`src/rtl/btn_sw_conditioner.sv`:
```
// Button/switch front end for flag_capture: synchronises BTNL and SW and debounces the button.
// Emits one press pulse with the captured switch byte, and locks out after MAX_BYTES accepted presses.
module btn_sw_conditioner #(
    parameter int DB_CYCLES = 4,
    parameter int CNT_W     = 20,
    parameter int MAX_BYTES = 38
) (
    input  logic       clk,
    input  logic       rst,
    input  logic       BTNL_raw,
    input  logic [7:0] SW_raw,
    output logic       btnl_pulse,
    output logic [7:0] sw_byte,
    output logic [5:0] press_count,
    output logic       all_done
);

    typedef enum logic [1:0] {IDLE, PRESS_WAIT, HELD, REL_WAIT} state_t;

    localparam logic [CNT_W-1:0] LP_LAST = CNT_W'(DB_CYCLES - 1);
    localparam logic [5:0]       LP_MAX  = 6'(MAX_BYTES);

    logic             r_btn_m;
    logic             r_btn_s;
    logic [7:0]       r_sw_m;
    logic [7:0]       r_sw_s;
    state_t           r_state;
    logic [CNT_W-1:0] r_cnt;
    logic [5:0]       w_count_next;

    assign w_count_next = press_count + 6'd1;

    always_ff @(posedge clk) begin
        if (rst) begin
            r_btn_m     <= 1'b0;
            r_btn_s     <= 1'b0;
            r_sw_m      <= 8'h00;
            r_sw_s      <= 8'h00;
            r_state     <= IDLE;
            r_cnt       <= '0;
            btnl_pulse  <= 1'b0;
            sw_byte     <= 8'h00;
            press_count <= 6'd0;
            all_done    <= 1'b0;
        end else begin
            r_btn_m    <= BTNL_raw;
            r_btn_s    <= r_btn_m;
            r_sw_m     <= SW_raw;
            r_sw_s     <= r_sw_m;
            btnl_pulse <= 1'b0;

            // Every state change clears the stability counter.
            case (r_state)
                IDLE: begin
                    if (r_btn_s) begin
                        r_state <= PRESS_WAIT;
                        r_cnt   <= '0;
                    end
                end
                PRESS_WAIT: begin
                    if (!r_btn_s) begin
                        r_state <= IDLE;
                        r_cnt   <= '0;
                    end else if (r_cnt == LP_LAST) begin
                        r_state <= HELD;
                        r_cnt   <= '0;
                        if (!all_done) begin
                            btnl_pulse  <= 1'b1;
                            sw_byte     <= r_sw_s;
                            press_count <= w_count_next;
                            all_done    <= (w_count_next == LP_MAX);
                        end
                    end else begin
                        r_cnt <= r_cnt + CNT_W'(1);
                    end
                end
                HELD: begin
                    if (!r_btn_s) begin
                        r_state <= REL_WAIT;
                        r_cnt   <= '0;
                    end
                end
                REL_WAIT: begin
                    if (r_btn_s) begin
                        r_state <= HELD;
                        r_cnt   <= '0;
                    end else if (r_cnt == LP_LAST) begin
                        r_state <= IDLE;
                        r_cnt   <= '0;
                    end else begin
                        r_cnt <= r_cnt + CNT_W'(1);
                    end
                end
                default: begin
                    r_state <= IDLE;
                    r_cnt   <= '0;
                end
            endcase
        end
    end

endmodule

```
`config.mk`:
```
export PLATFORM = sky130hd
export DESIGN_NAME = btn_sw_conditioner
export DESIGN_NICKNAME = d
export VERILOG_FILES = /design/src/rtl/btn_sw_conditioner.sv
export SDC_FILE = /design/constraint.sdc
export NUM_CORES = 1
export LEC_CHECK = 0
export ABC_CLOCK_PERIOD_IN_PS = 2000
export CORE_UTILIZATION = 50
export CTS_CLUSTER_SIZE = 10
export DETAILED_ROUTE_END_ITERATION = 6
export GPL_TIMING_DRIVEN = 1
export PLACE_DENSITY = 0.75
export SLEW_MARGIN = 30
export SYNTH_ARGS = -nofsm -noshare
export SYNTH_HDL_FRONTEND = slang
export SYNTH_SLANG_ARGS = --single-unit
export TNS_END_PERCENT = 5
```
`constraint.sdc`:
```
create_clock -name clk -period 2 [get_ports clk]
set_clock_uncertainty 0.15 [all_clocks]
set_input_delay 0.4 -clock clk [delete_from_list [all_inputs] [get_ports clk]]
set_output_delay 0.4 -clock clk [all_outputs]
set_load 0.02 [all_outputs]
```
==> results of run 1 <==
-- through the flow --
stage                     power, mW  cells  hold WS (ns)  setup slack (ns)
after global placement         1.24    379         0.267            0.0672
after detailed placement       1.24    379         0.270            0.0377
after global routing           1.95    387         0.311           -0.0319
after floorplan                1.21    275         0.264            0.0925
after CTS                      1.89    387         0.296          0.000970
final                          1.88    387         0.295            0.0789
-- logic make-up (layout without fill, tap and decap cells) --
logic type | Yosys count | after routing
AOI/OAI and AO/OA | 53 | 53
xor gates and xnor gates | 6 | 6
adders and majority gates | 3 | 3
buffers and inverters | 23 | 68
DFF | 56 | 56
muxes | 2 | 2
and+or+nand+nor | 132 | 132
-- synth_stat cells, types with 4 or more instances --
library cell	n	area, µm²
a41oi_1	4	35.0
a21oi_1	21	105
nor2b_1	19	119
xnor2_1	5	43.8
a31oi_1	11	68.8
nand4_1	8	50.1
o21ai_0	8	40.0
dfxtp_1	56	1120
nor3_1	10	50.1
buf_2	5	25.0
and3_1	6	37.5
or3_1	4	25.0
nand2_1	31	116
inv_1	7	26.3
clkbuf_1	6	22.5
nand3_1	9	45.0
nor2_1	20	75.1
-- layer usage --
metal  vias to the layer above  GRT usage  part of all wire
met1                       955      0.280              0.48
met3                         4     0.0500             0.044
met4                         0     0.0675            0.0098
met2                        55      0.324              0.47
met5                         -          0                 0
li1                       1059          -                 -
-- registers in the layout, summed over array words and instances (netlist names), 6 cells and up, named ones only --
signal       cells
r_cnt           20
r_sw_m           8
sw_byte          8
r_sw_s           8
press_count      6
-- path summary, 6_finish.rpt --
kind	startpoint	to	slack, ns	cells after the start
max	r_cnt[19]	press_count[5]	0.08	6
max reg2reg	r_cnt[19]	press_count[5]	0.08	6
min	r_sw_m[1]	r_sw_s[1]	0.30	1
min reg2reg	r_sw_m[1]	r_sw_s[1]	0.30	1
-- area by class of cell --
class	count	area, µm²
Fill cell	399	1670
Multi-Input combinational cell	196	1240
Sequential cell	56	1120
Timing Repair Buffer	53	483
Tap cell	67	83.8
Clock buffer	5	68.8
Clock inverter	3	28.8
Inverter	7	26.3
-- power groups by stage --
stage	registers [mW]	clock network, mW	logic (mW)
floorplan	1.16	0	0.0421
global placement	1.16	0	0.0731
detailed placement	1.16	0	0.0735
CTS	1.14	0.681	0.0738
global route	1.14	0.724	0.0827
finish	1.14	0.671	0.0736
==> reports/summary.txt, run 1 <==
Status = finished clean
Pin count of the biggest net entering global routing = 37
DR iter-0 viols = 171
Maximum fanout along the worst path = 3
All-Layer GR Usage = 0.206
Via count = 2073
Initial core utilization = 0.518
Post-Syn Instances = 275
IO Count = 27
Vias/cell = 5.36
Synth Area in Adders = 0.0153
Area Overhead vs Synth = 24.8%
Die width = 71.9 µm
Final core utilization = 0.646
Critical Path, Cell by Cell = nor4_2 -> and2_2 -> buf_4 -> nand3_2 -> or3_1 -> a21oi_1
Vias in the first global route = 1819
Most frequent cells in the layout = 54 x dfxtp_1, 31 x nand2_1, 26 x buf_4
# resized after CTS = 0
Global-route wire length before repair = 8380 µm
Setup_tns = 0 ns
MaxCap Viol Count = 0
Pre-antenna DRT Iters = 5
Routed wire length = 4880 µm
Complex-gate fraction of the synthesized area = 0.139
Grt ovf = 0
Worst Hold Class = reg -> reg
Leak = 1.13 nW
Gp weighted congestion = 0.817
Post-synthesis sequential area ratio = 0.458
CTS tree = built
Max Clk Rate = 521 MHz
Critical path required time = 2.10 ns
Design Area, Final = 3050 µm²
Power density over the cells = 617 nW/µm²
Total nets after synthesis = 289
CP peak stage delay = 0.40 ns
WP buf/inv = 1
Setup crit end kind = flip-flop
Final hold vios = 0
Register bit total from synthesis = 56
Placement Cell Area = 2920 µm²
Clk pwr share = 0.356
# Post-CTS Setup Buffers = 0
EDFF count, synth = 0
Share of power burned in registers = 0.605
Final period utilization = 0.961
Largest family of logic cells by synthesized area = simple AND/OR/NAND/NOR gates
Hold Buf Count CTS = 0
XOR/XNOR Fraction of Synth Area = 0.0215
Critical path arrival = 2.02 ns
Routed len/inst = 12.6 µm
Clock Pin Slew Worst Setup and Hold Paths = 0.11 ns
Psw = 448 µW
Post-route ant nets = 0
Peak VDD IR = 0.334 mV
Number of diodes = 0
IO Port Bufs = 26
Kind of critical path = reg -> reg
Most common cell after layout, fill and taps aside = dfxtp_1
Mean post-synth cell area = 8.89 µm²
Top delay family on crit path = simple AND/OR/NAND/NOR gates
Die H = 71.9 µm
Clock buffer depth = 2
Core area = 4720 µm²
Post-synthesis mux area share = 0.00818
Main synth FF type = dfxtp_1
DRC = 0
Post-synthesis cell type count = 46
Die area = 5180 µm²
Post-synthesis simple-gate area fraction = 0.311
Tmin final = 1.92 ns
Post-Syn Area = 2450 µm²
Initial antenna violation count = 0
Combinational share of power = 0.039
Cell row count = 25
Share of post-route cells with drive strength above 1 = 0.166
P_int = 1.44 mW
Sw frac = 0.238
Post-DP HPWL = 3410 µm
Worst Tran Pin Value = 0.434 ns
Worst slew margin = 0.710
Root buffer cell = clkbuf_8
Nets = 333
Worst-Skew Late Latency = 0.32 ns
Launching element type of the critical path = flip-flop
Final count of negative-setup-slack endpoints = 0
Clk sinks = 56
Ys Warns = 0
Unrepaired setup endpoints after global routing = true
Max stage delay cell, worst path = nor4_2
Ys async rst share = 0
H-tree Lvls = 2
Max-slew violations = 0
TritonCTS buffer count = 5
(Power assumes the default switching activity.)
==> run 2: changes to the inputs <==
Settings changed: CTS_BUF_LIST set to sky130_fd_sc_hd__clkbuf_8 sky130_fd_sc_hd__clkbuf_16.
==> results of run 2 <==
No change in the layout: final DEF, timing and power equal those of run 1.
